### src/rtl/accum_ram.sv
// Accumulating register-file RAM: load/accumulate write pipeline, registered read, clear sweep.
// Define ACCUM_SAT_EN to make accumulates saturate instead of wrapping.
module accum_ram #(
  parameter int WIDTH  = 4,
  parameter int ADDR_W = 4
) (
  input  logic              CLK,
  input  logic              RST,
  input  logic              CLR,
  input  logic              WE,
  input  logic              ACC,
  input  logic [ADDR_W-1:0] A,
  input  logic [WIDTH-1:0]  Di,
  input  logic [ADDR_W-1:0] RA,
  output logic [WIDTH-1:0]  Do,
  output logic              Cout,
  output logic              BUSY
);

  localparam int DEPTH = 2**ADDR_W;

  typedef enum logic {SWEEP, RUN} state_t;

  state_t            state_reg, state_next;
  logic [ADDR_W-1:0] cnt_reg, cnt_next;
  logic              flush;
  logic              sweep_we;
  logic              s1_capture;
  logic              commit;

  logic [WIDTH-1:0]  mem [DEPTH];

  // Stage 1: captured write plus the two candidate sources of the old value.
  logic              s1_valid_reg;
  logic [ADDR_W-1:0] s1_addr_reg;
  logic [WIDTH-1:0]  s1_data_reg;
  logic              s1_acc_reg;
  logic [WIDTH-1:0]  s1_ram_reg;
  logic              s1_hit_reg;
  logic [WIDTH-1:0]  s1_fwd_reg;

  // Stage 2: result waiting to be committed.
  logic              s2_valid_reg;
  logic [ADDR_W-1:0] s2_addr_reg;
  logic [WIDTH-1:0]  s2_result_reg;
  logic              s2_cout_reg;

  logic [WIDTH-1:0]  old_value;
  logic [WIDTH:0]    sum;
  logic [WIDTH-1:0]  result;
  logic              carry;

  // Next-state logic; flush marks any cycle that (re)enters the sweep.
  always_comb begin
    state_next = state_reg;
    cnt_next   = cnt_reg;
    flush      = RST;
    sweep_we   = 1'b0;
    if (!RST) begin
      case (state_reg)
        SWEEP: begin
          sweep_we = 1'b1;
          if (cnt_reg == ADDR_W'(DEPTH - 1)) begin
            state_next = RUN;
          end else begin
            cnt_next = cnt_reg + ADDR_W'(1);
          end
        end
        RUN: begin
          if (CLR) begin
            flush      = 1'b1;
            state_next = SWEEP;
            cnt_next   = '0;
          end
        end
        default: begin
          state_next = SWEEP;
          cnt_next   = '0;
        end
      endcase
    end
  end

  always_ff @(posedge CLK) begin
    if (RST) begin
      state_reg <= SWEEP;
      cnt_reg   <= '0;
    end else begin
      state_reg <= state_next;
      cnt_reg   <= cnt_next;
    end
  end

  assign BUSY       = (state_reg == SWEEP);
  assign s1_capture = WE && (state_reg == RUN) && !flush;
  assign commit     = s2_valid_reg && !flush;

  // Old value priority: write now in S2, then write that committed as S1 was captured, then RAM.
  always_comb begin
    if (s2_valid_reg && (s2_addr_reg == s1_addr_reg)) begin
      old_value = s2_result_reg;
    end else if (s1_hit_reg) begin
      old_value = s1_fwd_reg;
    end else begin
      old_value = s1_ram_reg;
    end
  end

  always_comb begin
    sum    = {1'b0, old_value} + {1'b0, s1_data_reg};
    result = s1_data_reg;
    carry  = 1'b0;
    if (s1_acc_reg) begin
`ifdef ACCUM_SAT_EN
      if (sum[WIDTH]) begin
        result = '1;
        carry  = 1'b1;
      end else begin
        result = sum[WIDTH-1:0];
        carry  = 1'b0;
      end
`else
      result = sum[WIDTH-1:0];
      carry  = sum[WIDTH];
`endif
    end
  end

  always_ff @(posedge CLK) begin
    if (RST) begin
      s1_valid_reg <= 1'b0;
      s2_valid_reg <= 1'b0;
      Cout         <= 1'b0;
    end else begin
      s1_valid_reg <= s1_capture;
      s2_valid_reg <= s1_valid_reg && !flush;
      if (commit) begin
        Cout <= s2_cout_reg;
      end
    end
  end

  always_ff @(posedge CLK) begin
    if (s1_capture) begin
      s1_addr_reg <= A;
      s1_data_reg <= Di;
      s1_acc_reg  <= ACC;
      s1_hit_reg  <= commit && (s2_addr_reg == A);
      s1_fwd_reg  <= s2_result_reg;
    end
    if (s1_valid_reg) begin
      s2_addr_reg   <= s1_addr_reg;
      s2_result_reg <= result;
      s2_cout_reg   <= carry;
    end
  end

  // Array write port (sweep has priority; commits cannot occur while sweeping).
  always_ff @(posedge CLK) begin
    if (sweep_we) begin
      mem[cnt_reg] <= '0;
    end else if (commit) begin
      mem[s2_addr_reg] <= s2_result_reg;
    end
    s1_ram_reg <= mem[A];
  end

  // Read-first registered read port.
  always_ff @(posedge CLK) begin
    if (RST) begin
      Do <= '0;
    end else begin
      Do <= mem[RA];
    end
  end

endmodule
### config.mk
export PLATFORM = sky130hd
export DESIGN_NAME = accum_ram
export DESIGN_NICKNAME = d
export VERILOG_FILES = /design/src/rtl/accum_ram.sv
export SDC_FILE = /design/constraint.sdc
export NUM_CORES = 1
export LEC_CHECK = 0
export CAP_MARGIN = 20
export CORE_UTILIZATION = 60
export CTS_CLUSTER_DIAMETER = 30
export DETAILED_ROUTE_END_ITERATION = 10
export PLACE_DENSITY = 0.81
export SYNTH_ARGS = -nofsm -noshare
export SYNTH_HDL_FRONTEND = slang
export SYNTH_SLANG_ARGS = --single-unit
### constraint.sdc
create_clock -name CLK -period 3.4 [get_ports CLK]
set_clock_uncertainty 0.1 [all_clocks]
set_input_delay 0.34 -clock CLK [delete_from_list [all_inputs] [get_ports CLK]]
set_output_delay 0.34 -clock CLK [all_outputs]
set_load 0.005 [all_outputs]
==> Word level (Yosys, flattened, before mapping) <==
Memory sizes are Yosys's and may differ from the RTL's. A register that Yosys moved wholly into a read port is not among the register bits.
Index checks and enable logic that the tools add are counted.
{ "op_classes": {"add_sub_neg": 2, "n_eq_ne": 5, "mux": 22, "bitwise": 1, "reduce_logical": 9} }
{ "ops": {"columns": ["cell", "count"], "rows": [
  ["$mux W4", 7],
  ["$mux W1", 13],
  ["$eq A4 B4 Y1", 2],
  ["$pmux W4 S2", 1],
  ["$logic_and A1 B1 Y1", 6],
  ["$add A4 B4 Y5", 1],
  ["$add A4 B1 Y4 const B", 1],
  ["$eq A4 B4 Y1 const B", 1],
  ["$ne A2 B2 Y1 const B", 2],
  ["$reduce_or A4 Y1", 1],
  ["$pmux W1 S2", 1],
  ["$reduce_and A2 Y1", 1],
  ["$logic_not A1 Y1", 1],
  ["$not A1 Y1", 1]
]} }
{ "totals": {"elab_cells": 53, "register_bits": 31, "out_inout_bits": 6, "inputBits": 17, "mem_count": 1, "mem_bits_rw": 64} }
{ "memory_table": {"columns": ["name", "depth", "width", "rd", "rd_clocked_by_memory_dff", "wr", "line", "rtl"], "rows": [
  ["mem", 16, 4, 2, 2, 1, "31", "logic [WIDTH-1:0] mem [DEPTH];"]
]} }

==> Logic depth before layout (Yosys ltp) <==
{ "logic_depth": {"word_depth": 10, "ltp_mapped": 10} }

==> Worst setup path before layout <==
OpenSTA, ideal clock, no wires.
{ "synth_path": {"path_type": "register to register", "startpoint": "register state_reg", "endpoint": "register s1_acc_reg (enable)", "required_ps": 2873, "stages_incl_launch_ff": 4, "setup_slack_ps": 565, "setup_time_ps": 427, "arrival_ps": 2309, "cell_sequence": "dfxtp_1 clkbuf_1 inv_1 nor4b_1"} }
{ "synth_via": {"elab_chain_len": 4, "elab_cells_between_ends": 5} }
{ "synth_lines": {"columns": ["item", "line", "rtl"], "rows": [
  ["start: declaration", "24", "state_t state_reg, state_next;"],
  ["start signal: assignment", "89", "state_reg <= state_next;"],
  ["$mux W1", "60", "case (state_reg)"],
  ["$mux W1", "59", "if (!RST) begin"],
  ["$logic_not A1 Y1", "95", "assign s1_capture = WE && (state_reg == RUN) && !flush;"],
  ["$logic_and A1 B1 Y1 (*)", "95", null],
  ["net s1_capture", "28", "logic s1_capture;"],
  ["end signal: assignment", "147", "s1_acc_reg <= ACC;"],
  ["end: declaration", "37", "logic s1_acc_reg;"]
]} }
The timed path passes the listed nets; every way through them passes the cells marked *.
A chain may end at the register's enable or synchronous reset.

==> Worst setup path after layout <==
{ "layout_path": {"startpoint": "register s2_addr_reg[0]", "endpoint": "register s2_result_reg[3], data pin"} }
{ "layout_via": {"elab_chain_len": 5} }
{ "layout_lines": {"columns": ["item", "line", "rtl"], "rows": [
  ["start: declaration", "44", "logic [ADDR_W-1:0] s2_addr_reg;"],
  ["start signal: assignment", "152", "s2_addr_reg <= s1_addr_reg;"],
  ["$eq A4 B4 Y1", "100", "if (s2_valid_reg && (s2_addr_reg == s1_addr_reg)) begin"],
  ["$logic_and A1 B1 Y1", "100", null],
  ["$mux W4", "100", null],
  ["$add A4 B4 Y5", "110", "sum = {1'b0, old_value} + {1'b0, s1_data_reg};"],
  ["$mux W4", "113", "if (s1_acc_reg) begin"],
  ["net result[3]", "50", "logic [WIDTH-1:0] result;"],
  ["end signal: assignment", "153", "s2_result_reg <= result;"],
  ["end: declaration", "45", "logic [WIDTH-1:0] s2_result_reg;"]
]} }
The timed path passes the listed nets, and every way through them passes these cells.

==> flow_summary.html <==
<table>
<tr><th>Metric</th><th>Value</th></tr>
<tr><th colspan="2">Logic synthesis</th></tr>
<tr><td>Top-area cell type share of the netlist area</td><td>0.546</td></tr>
<tr><td>Yosys top cell by area</td><td>sky130_fd_sc_hd__edfxtp_1</td></tr>
<tr><td>Synth warnings</td><td>0</td></tr>
<tr><td>Register area share after synthesis</td><td>0.612</td></tr>
<tr><td>Syn Area/Cell</td><td>14.6 um2</td></tr>
<tr><td>EDFF count, synth</td><td>87</td></tr>
<tr><td>Primary FF master, synth</td><td>sky130_fd_sc_hd__edfxtp_1</td></tr>
<tr><td>Largest cells by area after synthesis</td><td>sky130_fd_sc_hd__edfxtp_1, sky130_fd_sc_hd__mux2i_1, sky130_fd_sc_hd__mux4_2, sky130_fd_sc_hd__dfxtp_1, sky130_fd_sc_hd__a22oi_1</td></tr>
<tr><td>Synthesized netlist cell count</td><td>327</td></tr>
<tr><td>Count of different cell masters after synthesis</td><td>40</td></tr>
<tr><td>Post-Synthesis Cell Area</td><td>0.00479 mm2</td></tr>
<tr><td>Synth Register Bits</td><td>103</td></tr>
<tr><td>Net count after synthesis</td><td>351</td></tr>
<tr><td>Async set-or-reset flop fraction in the synthesized netlist</td><td>0</td></tr>
<tr><th colspan="2">Route</th></tr>
<tr><td>Wire per inst</td><td>21.6 um</td></tr>
<tr><td>Count of routing violations after the opening detailed-route iteration</td><td>273</td></tr>
<tr><td>Routed Wire Length</td><td>9810 um</td></tr>
<tr><td>Residual DRC count</td><td>0</td></tr>
<tr><td>Detailed-router iteration count before antenna repair</td><td>4</td></tr>
<tr><td>Routed via count</td><td>2905</td></tr>
<tr><td>Antenna violation net count after detailed routing</td><td>0</td></tr>
<tr><td>Avg Vias per Cell</td><td>6.38</td></tr>
<tr><th colspan="2">Global routing</th></tr>
<tr><td>Maximum number of pins on one net before global-route repair</td><td>33</td></tr>
<tr><td>Antenna violations before repair</td><td>0</td></tr>
<tr><td>GRT Residual Overflow</td><td>0</td></tr>
<tr><td>Via count of the first global-routing pass</td><td>2894</td></tr>
<tr><td>Aggregate global-route resource usage</td><td>0.254</td></tr>
<tr><td>Global-route wire length before repair</td><td>15600 um</td></tr>
<tr><th colspan="2">Critical path</th></tr>
<tr><td>Largest delay share family, worst path</td><td>multiplexers</td></tr>
<tr><td>Endpoint class of the critical path</td><td>flip-flop</td></tr>
<tr><td>Crit path largest cell delay</td><td>450 ps</td></tr>
<tr><td>Worst setup path class</td><td>reg2reg</td></tr>
<tr><td>Setup crit start kind</td><td>flip-flop</td></tr>
<tr><td>Cell at the slowest stage of the critical path</td><td>sky130_fd_sc_hd__nor4b_4</td></tr>
<tr><td>R2R cell count</td><td>8</td></tr>
<tr><td>Path length in cells of the critical path</td><td>8</td></tr>
<tr><td>Critical Path Start</td><td>s2_addr_reg[0]$_DFFE_PP_</td></tr>
<tr><td>Worst-path maximum fanout</td><td>5</td></tr>
<tr><td>Worst path bufs/invs</td><td>0</td></tr>
<tr><td>Cell breakdown of the critical path</td><td>a222oi_1 -&gt; nor4b_4 -&gt; mux2_2 -&gt; ha_1 -&gt; a21oi_1 -&gt; nand2_1 -&gt; xor2_1 -&gt; mux2_2</td></tr>
<tr><td>Worst reg-to-reg setup slack</td><td>370 ps</td></tr>
<tr><td>Destination of the critical timing path</td><td>s2_result_reg[3]$_DFFE_PP_</td></tr>
<tr><td>Required time at the worst-slack endpoint</td><td>3420 ps</td></tr>
<tr><td>Source of the worst register-to-register timing path</td><td>s2_addr_reg[0]$_DFFE_PP_</td></tr>
<tr><td>Endpoint arrival time on the critical path</td><td>3050 ps</td></tr>
<tr><td>Most prevalent standard cell on the critical path</td><td>sky130_fd_sc_hd__mux2_2</td></tr>
<tr><td>Worst reg2reg path endpoint</td><td>s2_result_reg[3]$_DFFE_PP_</td></tr>
<tr><th colspan="2">STA</th></tr>
<tr><td>Final Slew Violations</td><td>0</td></tr>
<tr><td>Final critical delay including setup and external delays</td><td>3030 ps</td></tr>
<tr><td>Fmax</td><td>330 MHz</td></tr>
<tr><td>Crit share post-route</td><td>0.891</td></tr>
<tr><td>Hold violation count in the final report</td><td>0</td></tr>
<tr><td>RSZ-0062 raised after global routing</td><td>false</td></tr>
<tr><td># setup viols final</td><td>0</td></tr>
<tr><td>Max_slew headroom</td><td>0.361</td></tr>
<tr><td>Slew at the pin closest to its max-slew limit</td><td>958 ps</td></tr>
<tr><td>Setup total negative slack</td><td>0 ps</td></tr>
<tr><th colspan="2">Power</th></tr>
<tr><td>P_leak</td><td>0.00176 uW</td></tr>
<tr><td>Pwr/cell area</td><td>439 mW/mm2</td></tr>
<tr><td>Peak VDD IR</td><td>255 uV</td></tr>
<tr><th colspan="2">Place</th></tr>
<tr><td>Port bufs</td><td>22</td></tr>
<tr><td>Detailed placer's ending HPWL</td><td>7020 um</td></tr>
<tr><td>Placed Area</td><td>0.00509 mm2</td></tr>
<tr><td>Gp weighted congestion</td><td>0.819</td></tr>
<tr><th colspan="2">Clocking</th></tr>
<tr><td>Buffer type at the clock tree root</td><td>sky130_fd_sc_hd__clkbuf_8</td></tr>
<tr><td>Post-CTS Hold Buffers</td><td>0</td></tr>
<tr><td>CTS tree</td><td>done</td></tr>
<tr><td>Clock Path Buffers</td><td>2</td></tr>
<tr><td>Clock sink count</td><td>103</td></tr>
<tr><td>Cts bufs inserted</td><td>9</td></tr>
<tr><td>Deepest level of the CTS H-tree</td><td>3</td></tr>
<tr><td>Clock-pin slew on the worst setup and hold paths</td><td>100 ps</td></tr>
<tr><td>Post-cts repair resize count</td><td>0</td></tr>
<tr><td>Insertion delay to the later sink of the worst-skew pair</td><td>360 ps</td></tr>
<tr><td>Post-CTS Repair Setup Buffers</td><td>0</td></tr>
<tr><th colspan="2">Finish</th></tr>
<tr><td>Antenna diode count</td><td>0</td></tr>
<tr><td>Fill cell instance count of the final layout</td><td>520</td></tr>
<tr><td>Commonest cells after routing, fill and taps aside</td><td>sky130_fd_sc_hd__edfxtp_1, sky130_fd_sc_hd__mux2i_1, sky130_fd_sc_hd__nor2_1, sky130_fd_sc_hd__a22oi_1, sky130_fd_sc_hd__clkdlybuf4s50_1</td></tr>
<tr><td>Area Growth Syn to Fin</td><td>10.2%</td></tr>
<tr><td>Most common cell after layout, fill and taps aside</td><td>sky130_fd_sc_hd__edfxtp_1</td></tr>
<tr><td>Non-Filler Cell Area, Final</td><td>0.00528 mm2</td></tr>
<tr><td>Fraction of layout cells with a size suffix above 1</td><td>0.150</td></tr>
<tr><td>Final core utilization</td><td>0.683</td></tr>
<tr><td>Flip-flop count of the largest register after layout</td><td>64</td></tr>
<tr><td>Register with the highest flop count</td><td>mem</td></tr>
<tr><td>Nets</td><td>372</td></tr>
<tr><th colspan="2">Outcome</th></tr>
<tr><td>Run status</td><td>finished, final reports clean</td></tr>
<tr><th colspan="2">Die</th></tr>
<tr><td>Initial core utilization</td><td>0.620</td></tr>
<tr><td>Chip Width</td><td>91.3 um</td></tr>
<tr><td>Cell row count</td><td>32</td></tr>
<tr><td>Die H</td><td>91.3 um</td></tr>
<tr><td>Area of the core</td><td>0.00773 mm2</td></tr>
<tr><td>Die Area</td><td>0.00834 mm2</td></tr>
<tr><td>Top Ports</td><td>23</td></tr>
<tr><th colspan="2">Min path</th></tr>
<tr><td>Hold Crit Class</td><td>reg2reg</td></tr>
<tr><th colspan="2">Flow run</th></tr>
<tr><td>Maxcap violations</td><td>0</td></tr>
</table>
[cells in the mapped netlist (all sizes together) (2+ instances only)]
| cell | n |
|---|---|
| nand3b | 2 |
| ha | 6 |
| or2 | 3 |
| inv | 6 |
| mux2 | 12 |
| nand3 | 10 |
| nor2b | 6 |
| buf | 10 |
| mux4 | 16 |
| nand4b | 2 |
| o22ai | 5 |
| nand2 | 20 |
| xnor2 | 5 |
| a22oi | 21 |
| edfxtp | 87 |
| a21oi | 5 |
| o21a | 2 |
| nor4b | 3 |
| nor2 | 21 |
| nand2b | 4 |
| dfxtp | 16 |
| clkbuf | 6 |
| mux2i | 38 |
| o21ai | 2 |
| and2 | 6 |
| xor2 | 2 |
[where the power goes]
part           internal (uW)  switching [uW]
logic                   92.5            96.2
clock network            339             403
registers               1380            12.8
total                   1810             512
[worst min-delay path by stage]
stage	startpoint	to	slack (ps)	cells past startpoint
3_5_place_dp	s1_addr_reg[3]$_DFFE_PP_	s2_addr_reg[3]$_DFFE_PP_	340	0
6_report	s1_addr_reg[3]$_DFFE_PP_	s2_addr_reg[3]$_DFFE_PP_	350	0
5_1_grt	s1_addr_reg[3]$_DFFE_PP_	s2_addr_reg[3]$_DFFE_PP_	380	0
3_3_place_gp	s1_addr_reg[0]$_DFFE_PP_	s2_addr_reg[0]$_DFFE_PP_	340	0
4_1_cts	s1_addr_reg[3]$_DFFE_PP_	s2_addr_reg[3]$_DFFE_PP_	350	0
2_1_floorplan	CLR	s1_valid_reg$_SDFF_PP0_	320	1
[metrics by stage]
stage | hold WS (ps) | total power (uW) | worst slack [ps] | std cells
finish | 353 | 2320 | 372 | 455
global route | 376 | 2400 | 249 | 455
CTS | 350 | 2330 | 403 | 455
detailed placement | 339 | 1600 | 408 | 439
global placement | 337 | 1600 | 522 | 439
floorplan | 319 | 1540 | 565 | 327
[cells by family (layout without fill, tap and decap cells)]
group	after synthesis	in the layout	share of synthesized area
buffers and inverters	22	48	0.0209
AND/OR/NAND/NOR	83	83	0.0941
AO/OA/AOI/OAI	39	39	0.0570
multiplexers	66	66	0.183
adder cells (fa/ha/maj)	7	7	0.0199
XOR/XNOR	7	7	0.0128
flip-flops	103	103	0.612
[metal layers]
metal,up-vias,GRT usage,routed length (um)
li1,1306,-,-
met1,1487,0.371,4310
met2,92,0.391,4780
met3,20,0.0377,514
met4,0,0.0939,206
met5,-,0,0
[final cells by class]
| type | instances | area, um2 | area share |
|---|---|---|---|
| Clock buffer | 10 | 128 | 0.0242 |
| Clock inverter | 6 | 61.3 | 0.0116 |
| Inverter | 6 | 22.5 | 0.00427 |
| Multi-Input combinational cell | 202 | 1760 | 0.334 |
| Sequential cell | 103 | 2930 | 0.556 |
| Tap cell | 102 | 128 | 0.0242 |
| Timing Repair Buffer | 26 | 245 | 0.0465 |
(Power assumes the default switching activity.)
